$ cat config.mk
export PLATFORM = sky130hd
export DESIGN_NAME = regfile_wb_arbiter
export DESIGN_NICKNAME = d
export VERILOG_FILES = /design/src/rtl/regfile_wb_arbiter.sv
export SDC_FILE = /design/constraint.sdc
export NUM_CORES = 1
export LEC_CHECK = 0
export ABC_AREA = 0
export BUFFER_PORTS_ARGS = -buffer_cell sky130_fd_sc_hd__buf_2
export CAP_MARGIN = 20
export CELL_PAD_IN_SITES_DETAIL_PLACEMENT = 2
export CELL_PAD_IN_SITES_GLOBAL_PLACEMENT = 2
export CORE_MARGIN = 3
export CORE_UTILIZATION = 40
export CTS_BUF_LIST = sky130_fd_sc_hd__clkbuf_8
export DETAILED_ROUTE_END_ITERATION = 16
export GPL_ROUTABILITY_DRIVEN = 0
export PLACE_DENSITY_LB_ADDON = 0.1
export SLEW_MARGIN = 20
export SYNTH_ARGS = -nofsm -noshare
export SYNTH_HDL_FRONTEND = slang
export SYNTH_SLANG_ARGS = --single-unit
$ cat constraint.sdc
create_clock -name clk -period 6.2 [get_ports clk]
set_input_delay 0 -clock clk [delete_from_list [all_inputs] [get_ports clk]]
set_output_delay 0 -clock clk [all_outputs]
set_load 0.05 [all_outputs]
$ cat src/rtl/regfile_wb_arbiter.sv
// Shares the register file write port between the pipeline writeback (WB0) and a
// buffered long-latency writeback (WB1), and scoreboards pending long results for issue stalls.
module regfile_wb_arbiter #(
  parameter int XLEN         = 32,
  parameter int FIFO_DEPTH   = 2,
  parameter int STARVE_LIMIT = 4
) (
  input  logic            clk,
  input  logic            rst_n,
  input  logic            issue_valid_i,
  input  logic            issue_long_i,
  input  logic [4:0]      issue_rs1_i,
  input  logic [4:0]      issue_rs2_i,
  input  logic [4:0]      issue_rd_i,
  output logic            stall_o,
  input  logic            wb0_valid_i,
  input  logic [4:0]      wb0_rd_i,
  input  logic [XLEN-1:0] wb0_data_i,
  input  logic            wb1_valid_i,
  output logic            wb1_ready_o,
  input  logic [4:0]      wb1_rd_i,
  input  logic [XLEN-1:0] wb1_data_i,
  output logic            rf_we_o,
  output logic [4:0]      rf_rd_o,
  output logic [XLEN-1:0] rf_wdata_o
);

  localparam int AW = $clog2(FIFO_DEPTH);
  localparam int PW = AW + 1;
  localparam int CW = $clog2(STARVE_LIMIT + 1);

  logic [4:0]      fifo_rd_mem   [FIFO_DEPTH];
  logic [XLEN-1:0] fifo_data_mem [FIFO_DEPTH];
  logic [PW-1:0]   wr_ptr_reg;
  logic [PW-1:0]   rd_ptr_reg;
  logic [PW-1:0]   fifo_level;
  logic            fifo_empty;
  logic            fifo_full;
  logic [4:0]      head_rd;
  logic [XLEN-1:0] head_data;

  logic [CW-1:0]   starve_cnt_reg;
  logic [CW-1:0]   starve_cnt_inc;
  logic            throttle_reg;
  logic            throttle;

  logic            busy_reg [1:31];
  logic [31:0]     busy;

  logic            wb0_own;
  logic            enq;
  logic            pop;
  logic            haz;
  logic            busy_set;

  // Pointers carry one extra bit so full and empty are distinguishable.
  assign fifo_level = wr_ptr_reg - rd_ptr_reg;
  assign fifo_empty = (wr_ptr_reg == rd_ptr_reg);
  assign fifo_full  = (fifo_level == PW'(FIFO_DEPTH));
  assign head_rd    = fifo_rd_mem[rd_ptr_reg[AW-1:0]];
  assign head_data  = fifo_data_mem[rd_ptr_reg[AW-1:0]];

  assign wb1_ready_o = !fifo_full;
  assign enq         = wb1_valid_i && wb1_ready_o && (wb1_rd_i != 5'd0);
  assign wb0_own     = wb0_valid_i && (wb0_rd_i != 5'd0);
  assign pop         = !wb0_own && !fifo_empty;

  always_comb begin
    rf_we_o    = 1'b0;
    rf_rd_o    = 5'd0;
    rf_wdata_o = '0;
    if (wb0_own) begin
      rf_we_o    = 1'b1;
      rf_rd_o    = wb0_rd_i;
      rf_wdata_o = wb0_data_i;
    end else if (!fifo_empty) begin
      rf_we_o    = 1'b1;
      rf_rd_o    = head_rd;
      rf_wdata_o = head_data;
    end
  end

  always_ff @(posedge clk) begin
    if (enq) begin
      fifo_rd_mem[wr_ptr_reg[AW-1:0]]   <= wb1_rd_i;
      fifo_data_mem[wr_ptr_reg[AW-1:0]] <= wb1_data_i;
    end
  end

  always_ff @(posedge clk or negedge rst_n) begin
    if (!rst_n) begin
      wr_ptr_reg <= '0;
      rd_ptr_reg <= '0;
    end else begin
      if (enq) wr_ptr_reg <= wr_ptr_reg + PW'(1);
      if (pop) rd_ptr_reg <= rd_ptr_reg + PW'(1);
    end
  end

  // Counter saturates at the limit; throttle latches once the limit is reached.
  assign starve_cnt_inc = (starve_cnt_reg == CW'(STARVE_LIMIT)) ? starve_cnt_reg
                                                                : starve_cnt_reg + CW'(1);

  always_ff @(posedge clk or negedge rst_n) begin
    if (!rst_n) begin
      starve_cnt_reg <= '0;
      throttle_reg   <= 1'b0;
    end else begin
      if (fifo_empty || pop) begin
        starve_cnt_reg <= '0;
      end else if (wb0_own) begin
        starve_cnt_reg <= starve_cnt_inc;
      end
      if (fifo_empty) begin
        throttle_reg <= 1'b0;
      end else if (wb0_own && (starve_cnt_inc == CW'(STARVE_LIMIT))) begin
        throttle_reg <= 1'b1;
      end
    end
  end

  // Masking with the live empty flag drops the throttle as soon as the last entry commits.
  assign throttle = throttle_reg && !fifo_empty;

  always_comb begin
    busy = '0;
    for (int i = 1; i < 32; i++) busy[i] = busy_reg[i];
  end

  assign haz      = issue_valid_i && (busy[issue_rs1_i] || busy[issue_rs2_i] || busy[issue_rd_i]);
  assign stall_o  = haz || (issue_valid_i && throttle);
  assign busy_set = issue_valid_i && issue_long_i && !stall_o && (issue_rd_i != 5'd0);

  genvar gi;
  generate
    for (gi = 1; gi < 32; gi++) begin : g_busy
      always_ff @(posedge clk or negedge rst_n) begin
        if (!rst_n) begin
          busy_reg[gi] <= 1'b0;
        end else if (busy_set && (issue_rd_i == 5'(gi))) begin
          busy_reg[gi] <= 1'b1;
        end else if (pop && (head_rd == 5'(gi))) begin
          busy_reg[gi] <= 1'b0;
        end
      end
    end
  endgenerate

endmodule

Word-level counts from Yosys, hierarchy flattened
Memory sizes are Yosys's and may differ from the RTL's. Index checks and enable logic that the tools add are counted.

Word-level logic and storage cells: 308. Bits in writable memories: 74. Memories: 2. Output and inout bits: 40. Register bits after elaboration: 39. Input port bits: 95.

Memories: fifo_data_mem (depth 2, width 32, rd ports 1, clocked after Yosys merged registers in 0, wr ports 1, RTL line 33) `logic [XLEN-1:0] fifo_data_mem [FIFO_DEPTH];`; fifo_rd_mem (depth 2, width 5, rd ports 1, clocked after Yosys merged registers in 0, wr ports 1, RTL line 32) `logic [4:0] fifo_rd_mem [FIFO_DEPTH];`.

Magnitude comparators: 3. Multiplexer cells: 81. Add/sub/neg operators: 4. Reduce and logical (&&, ||, !) cells: 117. Equality and inequality tests: 66.

Operator list (number): 5-bit == test (second input constant) (32); 5-bit by 4-bit == test with 1-bit output (second input constant) (16); 1-bit logical AND (73); 1-bit 2-to-1 mux (71); 2-bit nonzero test (33); 32-bit 2-to-1 mux (2); 5-bit by 3-bit == test with 1-bit output (second input constant) (8); 5-bit by 2-bit == test with 1-bit output (second input constant) (4); 5-bit by 6-bit less-than comparator with 1-bit output (second input constant) (3); 1-bit binary-select mux with 5-bit select (3); 5-bit nonzero test (3); 5-bit by 1-bit == test with 1-bit output (second input constant) (2); 5-bit 2-to-1 mux (2); 3-bit 2-to-1 mux (3); 3-bit == test (second input constant) (2); 2-bit by 1-bit adder with 2-bit output (second input constant) (2); 1-bit zero test (4); 1-bit logical OR (4); 3-bit by 1-bit adder with 3-bit output (second input constant) (1); 2-bit == test (1); 2-bit == test (second input constant) (1); 2-bit subtractor (1).

Depth between registers and ports, before layout
Gate-level depths: netlist of run 1.

Depth after elaboration: 11. Mapped depth: 8. Depth with buffers taken out: 7.

Worst setup path after synthesis of run 1
Ideal clock, no wire load.

Path type: register to register. Start point: reg rd_ptr_reg[0]. End point: mem fifo_data_mem[1][0], enable pin. Slack: 2618 ps. Setup time: 434 ps. Required time: 5766 ps. Buffers on the path: 1. Stages on the path, launching flop included: 6. Arrival time: 3148 ps. Clock period less this slack: 3582 ps. Cells stage by stage: dfrtp_1 clkbuf_1 xor2_1 nand2b_1 o211ai_1 nor2_1.

Word-level cells in the longest chain between the ends: 7.

Ends and longest elaborated chain: from (decl) (RTL line 35) `logic [PW-1:0] rd_ptr_reg;`; from (signal assigned) (RTL line 96) `if (pop) rd_ptr_reg <= rd_ptr_reg + PW'(1);`; 2-bit subtractor (RTL line 57) `assign fifo_level = wr_ptr_reg - rd_ptr_reg;`; 2-bit == test (RTL line 59) `assign fifo_full = (fifo_level == PW'(FIFO_DEPTH));`; 1-bit zero test (RTL line 63) `assign wb1_ready_o = !fifo_full;`; named net wb1_ready_o (RTL line 20) `output logic wb1_ready_o,`; 1-bit logical AND (2 in series) (RTL line 64) `assign enq = wb1_valid_i && wb1_ready_o && (wb1_rd_i != 5'd0);`; 1-bit 2-to-1 mux (RTL line 84) `if (enq) begin`; 1-bit 2-to-1 mux (implied by the code) (RTL line 86) `fifo_data_mem[wr_ptr_reg[AW-1:0]] <= wb1_data_i;`; to (decl) (RTL line 33).

The timed path passes the listed nets, and every way through them passes these cells.

Final worst setup path of run 1
Start point: reg rd_ptr_reg[0]. End point: out stall_o.

Word-level cells in the longest chain between the ends: 5.

Ends and longest elaborated chain: 2-bit == test (RTL line 58) `assign fifo_empty = (wr_ptr_reg == rd_ptr_reg);`; 1-bit zero test (RTL line 123) `assign throttle = throttle_reg && !fifo_empty;`; 1-bit logical AND (RTL line 123); 1-bit logical AND (RTL line 131) `assign stall_o = haz || (issue_valid_i && throttle);`; 1-bit logical OR (RTL line 131); to (decl) (RTL line 15) `output logic stall_o,`.

No other way between the ends.

==> results.cfg, run 1 <==
[setup_path]
crit_path_end_kind = primary output
cpMaxStageDelayCell = inv_1
r2r_cells = 7
worstPathMaxFanout = 53
crit_required_ps = 6200
arrival_ps = 3540
r2r_slack_ps = 2950
r2r_start = rd_ptr_reg[0]
crit_chain = buf_4 > xor2_1 > o21ai_0 > nand4_1 > nand4_1 > inv_1 > o21a_1 > buf_2
critical_path_class = reg -> out
max_stage_delay_ps = 740
cp_common_cell = nand4_1
r2r_end = busy[13]
cp-start-kind = flip-flop

[timing]
finalCritPeriodShare_pct = 57.1
layout_min_cycle_time_ps = 3540
skew_ps = 16.6
final-max-slew-violation-count = 0
fin_tns_setup_ps = 0
finalSetupViolCount = 0
max_slew_margin_pct = 32.6
grt_setup_unrepaired = false
worstMarginPinSlew_ps = 1010
fmax_mhz = 283
final-hold-violation-count = 0

[global_route]
grt_pass1_wl_mm = 33.9
grt_pass1_vias = 5577
track_usage_pct = 27.0
antenna_found_initial = 1
grt-ovfl-total = 0
grt_max_degree = 72

[drt]
dr.pass1.iters = 5
viasPerCell = 6.16
num_vias = 5196
drtIter0Drc = 357
post_drt_wl_per_cell_um = 28.9
drtAntennaViolNets = 0
routed_wl_mm = 24.4
drcViolationCount = 0

[clock_network]
insertion_delay_ps = 440
clk_pin_slew_ps = 70
cts_num_sinks = 113
cts_tree = yes
clockRootBuffer = clkbuf_8
post-cts-setup-buffers = 0
cts_buffers = 17
ctsHtreeMaxLevel = 4
cts_max_path_buffers = 2

[logic_synthesis]
synthSimpleGateAreaFrac_pct = 9.80
synth_nets = 581
synth_top_area_share_pct = 37.1
synthMuxAreaShare_pct = 15.1
synth_compound_area_share_pct = 16.4
syn_inst = 484
synth-edff-count = 74
synth_top_family_by_area = compound AO/OA/AOI/OAI gates
synth-xor-area-share_pct = 1.02
ys_top_cells_by_area = edfxtp_1 (37%), dfrtp_1 (16%), mux2i_1 (7.0%)
synth_area_um2 = 5990
synthArstFlopShare_pct = 34.5
synth_warnings = 0
yosysSeqAreaShare_pct = 53.4
ys_types = 53
synth_area_leader_cell = edfxtp_1
ys_seq_elements = 113
syn_area_per_cell_um2 = 12.4
synth_top_flop_cell = edfxtp_1
synth_fa_ha_area_share_pct = 0.418

[final_layout]
multiInputGateArea_um2 = 2590
drive_above_1_share_pct = 30.0
fillers = 1408
syn_to_final_growth_pct = 26.8
largest_reg_flops = 64
stdcell_count = 844
fin_nets = 743
register_area_um2 = 3200

[floorplanning]
die_h_um = 128
rows = 44
die_area_um2 = 16500
die_w_um = 128
coreArea_um2 = 14600
initial_core_util_pct = 41.0
ios = 135

[pwr]
p_int_mw = 2.00
combPwrFrac_pct = 46.7
p_sw_mw = 1.77
seqPwrFrac_pct = 33.8
power.density_nw_per_um2 = 496
clkPwrFrac_pct = 19.4
peakVddDrop_mv = 0.274
sw_frac_of_total_pct = 47.0
p_leak_nw = 3.11

[min_path]
hp-class = in -> reg
hold_end = starve_cnt_reg[1]
min_from = wb0_valid_i
worst_hold_path.num_cells = 3

[status]
status = finished, final reports clean

[placement]
io_buffers = 134
dp_hpwl_mm = 13.7
dp.cells = 770

[flow_run]
maxCapViolCount = 0
-- power by group through the flow --
stage	clock [mW]	sequential (mW)	combinational, mW
global placement	0	1.23	1.53
global route	0.773	1.30	1.86
floorplan	0	1.18	1.19
CTS	0.697	1.25	1.62
detailed placement	0	1.27	1.58
finish	0.732	1.28	1.76
-- synth_stat cells, types with 5 or more instances --
master,number
buf_6,6
clkbuf_1,24
dfrtp_1,39
edfxtp_1,74
inv_1,13
mux2_2,6
mux2i_1,42
mux4_1,5
mux4_2,12
nand2_1,46
nand2b_1,12
nand3b_1,7
nand4_1,6
nor2_1,14
nor2b_1,8
nor3_1,5
o21ai_0,38
o31ai_1,35
o41ai_1,31
-- metal layers --
metal  global-route usage (%)  routed length (um)  vias to the layer above
li1                         -                   -                     2241
met2                     48.7               12900                      199
met4                     8.11                 573                        0
met3                     5.02                1150                       42
met5                        0                   0                        -
met1                     32.8                9780                     2714
-- per-stage QoR --
step / hold slack [ps] / total power, mW / cell area, um2 / setup slack, ps / util, %
3_3_place_gp: 163 / 2.77 / 6750 / 3150 / 46.3
6_report: 26.6 / 3.77 / 7590 / 2660 / 52.0
2_1_floorplan: -296 / 2.38 / 5990 / 2620 / -
4_1_cts: 18.9 / 3.57 / 7520 / 2630 / 51.5
5_1_grt: 54.6 / 3.93 / 7590 / 2330 / 52.0
3_5_place_dp: 177 / 2.85 / 6750 / 3020 / 46.3
-- placed cells by master, fill, tap and decap left out, types with 5 or more instances in the layout --
cell	n
edfxtp_1	74
nor2b_1	8
mux2_2	6
nor2_1	11
mux2i_1	42
nand3b_1	7
mux4_2	12
o31ai_1	35
nand2_1	46
o21ai_0	38
inv_1	15
buf_2	134
nand2b_1	12
mux4_1	5
nor3_1	5
nand4_1	6
dlygate4sd3_1	38
o41ai_1	31
clkbuf_8	17
dfrtp_1	38
-- cell type report --
| type | count | share of cell area [%] |
|---|---|---|
| Sequential cell | 113 | 42.1 |
| Multi-Input combinational cell | 324 | 34.1 |
| Timing Repair Buffer | 177 | 15.0 |
| Clock buffer | 17 | 3.08 |
| Tap cell | 184 | 3.03 |
| Clock inverter | 15 | 1.99 |
| Inverter | 13 | 0.643 |
| Antenna cell | 1 | 0.0330 |
-- logic make-up after synthesis --
| family | count (synthesis) |
|---|---|
| XOR/XNOR | 7 |
| adder cells (fa/ha/maj) | 2 |
| AND/OR/NAND/NOR | 114 |
| buffers and inverters | 47 |
| flip-flops | 113 |
| multiplexers | 66 |
| AO/OA/AOI/OAI | 135 |
-- worst max-delay path: cells and delay by family, from the launching register on --
family / cells / cell delay [ps]
and+or+nand+nor: 2 / 280
buffers and inverters: 3 / 1620
DFF: 1 / 340
AOI/OAI and AO/OA: 2 / 490
xor gates and xnor gates: 1 / 360
-- how the worst max path moves through the flow --
stage / startpoint / endpoint / depth (start not counted)
global route: rd_ptr_reg[0] / stall_o / 8
CTS: rd_ptr_reg[0] / stall_o / 8
global placement: rd_ptr_reg[0] / fifo_data_mem[1][10] / 5
finish: rd_ptr_reg[0] / stall_o / 8
detailed placement: rd_ptr_reg[0] / busy[12] / 7
floorplan: rd_ptr_reg[0] / fifo_data_mem[1][0] / 5
-- repair_timing --
action                    4_1_cts  5_1_grt
hold buffers                   38        0
hold endpoints to repair      113        0
resized for setup               0        0
(Power assumes the default switching activity.)
==> run 2, diff against run 1 <==
--- a/config.mk
+++ b/config.mk
@@ -11,7 +11,7 @@
 export CELL_PAD_IN_SITES_DETAIL_PLACEMENT = 2
 export CELL_PAD_IN_SITES_GLOBAL_PLACEMENT = 2
 export CORE_MARGIN = 3
-export CORE_UTILIZATION = 40
+export CORE_UTILIZATION = 37
 export CTS_BUF_LIST = sky130_fd_sc_hd__clkbuf_8
 export DETAILED_ROUTE_END_ITERATION = 16
 export GPL_ROUTABILITY_DRIVEN = 0
==> constraint.sdc (replaced) <==
create_clock -name clk -period 3.6 [get_ports clk]
set_input_delay 0 -clock clk [delete_from_list [all_inputs] [get_ports clk]]
set_output_delay 0 -clock clk [all_outputs]
set_load 0.05 [all_outputs]
==> results.cfg, run 2 (synthesis results as in run 1) <==
[floorplanning]
rows = 45
ios = 135
die_w_um = 133
die_h_um = 133
initial_core_util_pct = 38.5
die_area_um2 = 17700
coreArea_um2 = 15500

[timing]
fin_tns_setup_ps = 0
skew_ps = 23.6
max_slew_margin_pct = 30.3
grt_setup_unrepaired = false
layout_min_cycle_time_ps = 3090
finalCritPeriodShare_pct = 86.0
worstMarginPinSlew_ps = 1040
final-hold-violation-count = 0
fin_hold_ws_ps = 64.5
finalSetupViolCount = 0
finalWorstSetupSlack_ps = 505
fmax_mhz = 323
final-max-slew-violation-count = 0

[flow_run]
maxCapViolCount = 0

[global_route]
antenna_found_initial = 1
grt-ovfl-total = 0
grt_max_degree = 71
grt_pass1_vias = 5661
grt_pass1_wl_mm = 32.8
track_usage_pct = 23.9

[setup_path]
crit_buf_inv = 2
r2r_start = wr_ptr_reg[0]
endpoint = stall_o
arrival_ps = 3090
crit_chain = xor2_1 > o21ai_0 > o2111ai_1 > nand4_1 > inv_1 > o21a_1 > buf_2
crit_path_end_kind = primary output
critical_path_class = reg -> out
r2r_cells = 6
crit_required_ps = 3600
r2r_end = busy[30]
cpLargestDelayFamily = buffers and inverters
worstPathMaxFanout = 32
crit_cells = 7
cp-start-kind = flip-flop
r2r_slack_ps = 870
crit_path_start = wr_ptr_reg[0]
max_stage_delay_ps = 770
cpMaxStageDelayCell = inv_1

[drt]
num_vias = 5074
drcViolationCount = 0
drtAntennaViolNets = 0
dr.pass1.iters = 4
routed_wl_mm = 21.4
viasPerCell = 5.81
drtIter0Drc = 230
post_drt_wl_per_cell_um = 24.5

[final_layout]
syn_to_final_growth_pct = 27.2
fin_util_pct = 49.0
drive_above_1_share_pct = 30.6
fin_nets = 746
finalInstanceArea_um2 = 7610
layout_common_cells = buf_2 (134), edfxtp_1 (74), nand2_1 (46)
largest_reg_flops = 64
stdcell_count = 873
final_common_cell = buf_2

[placement]
dp.cells = 802
placed_cell_area_um2 = 6820
io_buffers = 134
dp_slack_ps = 901
dp_hpwl_mm = 13.9

[clock_network]
ctsResizeCount = 0
post-cts-setup-buffers = 0
clk_pin_slew_ps = 70
cts_buffers = 17
insertion_delay_ps = 450
ctsHtreeMaxLevel = 4
clockRootBuffer = clkbuf_8
cts_num_sinks = 113
cts_max_path_buffers = 2
cts_tree = yes

[min_path]
worst_hold_path.num_cells = 3
hp-class = in -> reg

[status]
status = finished, final reports clean

[pwr]
p_leak_nw = 3.09
total_power_mw = 6.27
peakVddDrop_mv = 0.420
power.density_nw_per_um2 = 823
## run 2: cell type report
cell class | count | area [um2]
timing repair buffer | 180 | 1110
clock buffer | 17 | 234
antenna | 1 | 2.50
sequential | 113 | 3200
tap | 211 | 264
fill | 1578 | 7930
multi-input combinational | 324 | 2590
inverter | 13 | 48.8
clock inverter | 14 | 166
## run 2: what timing repair did
| item | CTS | global route |
|---|---|---|
| hold endpoints to repair | 115 | 0 |
| hold buffers | 39 | 0 |
| endpoints found under the setup margin | 0 | 0 |
## run 2: how the worst min path moves through the flow
stage	startpoint	endpoint	slack [ps]
after floorplan	rst_n	busy[10]	-300
after global placement	rst_n	wr_ptr_reg[0]	160
after detailed placement	rst_n	starve_cnt_reg[0]	180
after CTS	wb1_valid_i	wr_ptr_reg[0]	30
after global routing	wb1_valid_i	wr_ptr_reg[0]	70
final	wb1_valid_i	wr_ptr_reg[0]	60
## run 2: routing by layer
layer | up-vias | routed length, um | track usage [%]
met4 | 0 | 558 | 8.80
li1 | 2255 | - | -
met2 | 153 | 11700 | 44.8
met1 | 2629 | 8340 | 26.5
met5 | - | 0 | 0
met3 | 37 | 847 | 5.17
## run 2: power breakdown
group | internal (mW) | switching (mW)
Clock | 0.677 | 0.574
Sequential | 1.86 | 0.299
Combinational | 0.846 | 2.01
## run 2: worst reg2reg max path, delay by kind of cell, from the launching register on
family	cells	cell delay (ps)
compound gates	3	1320
simple gates	1	150
buf+inv	1	440
flops	1	450
xor+xnor	1	220
==> run 3, diff against run 2 <==
--- a/config.mk
+++ b/config.mk
@@ -11,7 +11,7 @@
 export CELL_PAD_IN_SITES_DETAIL_PLACEMENT = 2
 export CELL_PAD_IN_SITES_GLOBAL_PLACEMENT = 2
 export CORE_MARGIN = 3
-export CORE_UTILIZATION = 37
+export CORE_UTILIZATION = 35
 export CTS_BUF_LIST = sky130_fd_sc_hd__clkbuf_8
 export DETAILED_ROUTE_END_ITERATION = 16
 export GPL_ROUTABILITY_DRIVEN = 0
==> results.cfg, run 3 (synthesis results as in run 1) <==
[timing]
worstMarginPinSlew_ps = 1050
grt_setup_unrepaired = false
finalCritPeriodShare_pct = 86.0
finalSetupViolCount = 0
max_slew_margin_pct = 30.2
final-max-slew-violation-count = 0
skew_ps = 10.2
fmax_mhz = 323
layout_min_cycle_time_ps = 3100
final-hold-violation-count = 0
fin_tns_setup_ps = 0
fin_hold_ws_ps = 63.4

[setup_path]
crit_buf_inv = 2
max_stage_delay_ps = 770
crit_required_ps = 3600
r2r_start = rd_ptr_reg[0]
arrival_ps = 3100
crit_chain = xor2_1 > o21ai_0 > o2111ai_1 > nand4_1 > inv_1 > o21a_1 > buf_2
critical_path_class = reg -> out
r2r_end = busy[28]
worstPathMaxFanout = 32
r2r_cells = 6
cpLargestDelayFamily = buffers and inverters
cp-start-kind = flip-flop
cpMaxStageDelayCell = inv_1
r2r_slack_ps = 970
crit_path_end_kind = primary output

[global_route]
grt_pass1_vias = 5441
grt-ovfl-total = 0
track_usage_pct = 21.4
antenna_found_initial = 0
grt_max_degree = 71
grt_pass1_wl_mm = 30.5

[pwr]
combPwrFrac_pct = 45.2
peakVddDrop_mv = 0.359
seqPwrFrac_pct = 34.6
sw_frac_of_total_pct = 45.1
p_leak_nw = 3.12
p_sw_mw = 2.79
clkPwrFrac_pct = 20.2
p_int_mw = 3.40
power.density_nw_per_um2 = 810

[drt]
drcViolationCount = 0
num_vias = 4877
routed_wl_mm = 19.1
post_drt_wl_per_cell_um = 21.6
dr.pass1.iters = 5
drtAntennaViolNets = 0
viasPerCell = 5.54
drtIter0Drc = 235

[flow_run]
maxCapViolCount = 0

[final_layout]
fin_nets = 745
drive_above_1_share_pct = 30.7
n_antenna_cell = 0
syn_to_final_growth_pct = 27.7
largest_reg_flops = 64
layout_common_cells = buf_2 (134), edfxtp_1 (74), nand2_1 (46)
finalInstanceArea_um2 = 7650
final_common_cell = buf_2

[floorplanning]
die_area_um2 = 18700
initial_core_util_pct = 36.0
die_w_um = 137
coreArea_um2 = 16600
die_h_um = 137
ios = 135
rows = 47

[clock_network]
cts_num_sinks = 113
insertion_delay_ps = 420
cts_max_path_buffers = 2
ctsHtreeMaxLevel = 4
cts_tree = yes
clk_pin_slew_ps = 70
post-cts-setup-buffers = 0
clockRootBuffer = clkbuf_8
postCtsHoldBufs = 39
ctsResizeCount = 0
cts_buffers = 17

[placement]
placed_cell_area_um2 = 6840
io_buffers = 134
dp_hpwl_mm = 13.6

[status]
status = finished, final reports clean

[min_path]
hold_end = wr_ptr_reg[0]
worst_hold_path.num_cells = 3
min_from = wb1_valid_i
hp-class = in -> reg
-- run 3: cell types whose count changed in the layout (fill, tap and decap cells not counted), sizes merged --
cell / before / now
clkinv: 5 / 7
inv: 14 / 17
diode: 1 / 0
clkinvlp: 5 / 1
buf: 141 / 140
-- run 3: worst register-to-register path: cells and delay by family, from the launching register on --
kind	cells	cell delay, ps
compound gates	2	360
buf+inv	1	610
flops	1	370
mux	1	210
simple gates	2	920
-- run 3: layout make-up --
class | instances | area [um2]
clock inverter | 15 | 185
tap | 220 | 275
fill | 1724 | 8990
inverter | 13 | 48.8
timing repair buffer | 179 | 1120
sequential | 113 | 3200
clock buffer | 17 | 234
multi-input combinational | 324 | 2590
-- run 3: through the flow --
step	total power, mW	cells	util (%)	setup slack (ps)
floorplan	4.09	484	-	18.0
global placement	4.84	810	41.1	1090
detailed placement	4.95	810	41.1	945
CTS	6.26	881	46.0	463
global route	6.57	881	46.0	263
finish	6.19	881	46.0	504
-- run 3: power groups by stage --
stage	registers, mW	clock network, mW	logic, mW
floorplan	2.04	0	2.06
global placement	2.11	0	2.72
detailed placement	2.16	0	2.79
CTS	2.14	1.29	2.83
global route	2.19	1.36	3.03
finish	2.14	1.25	2.80
-- run 3: how the worst max path moves through the flow --
stage | from | to | slack, ps | cells past startpoint
6_report | wr_ptr_reg[0] | stall_o | 500 | 7
5_1_grt | wr_ptr_reg[0] | stall_o | 260 | 7
4_1_cts | wr_ptr_reg[0] | stall_o | 460 | 7
3_5_place_dp | busy[23] | busy[18] | 950 | 6
3_3_place_gp | rd_ptr_reg[0] | busy[27] | 1090 | 6
2_1_floorplan | rd_ptr_reg[0] | fifo_data_mem[1][0] | 20 | 5
-- run 3: per-layer routing --
layer  vias up  GRT usage (%)  routed length [um]
li1       2251              -                   -
met1      2482           26.4                7920
met2       130           37.7               10100
met3        14           4.82                 810
met4         0           6.21                 208
met5         -              0                   0
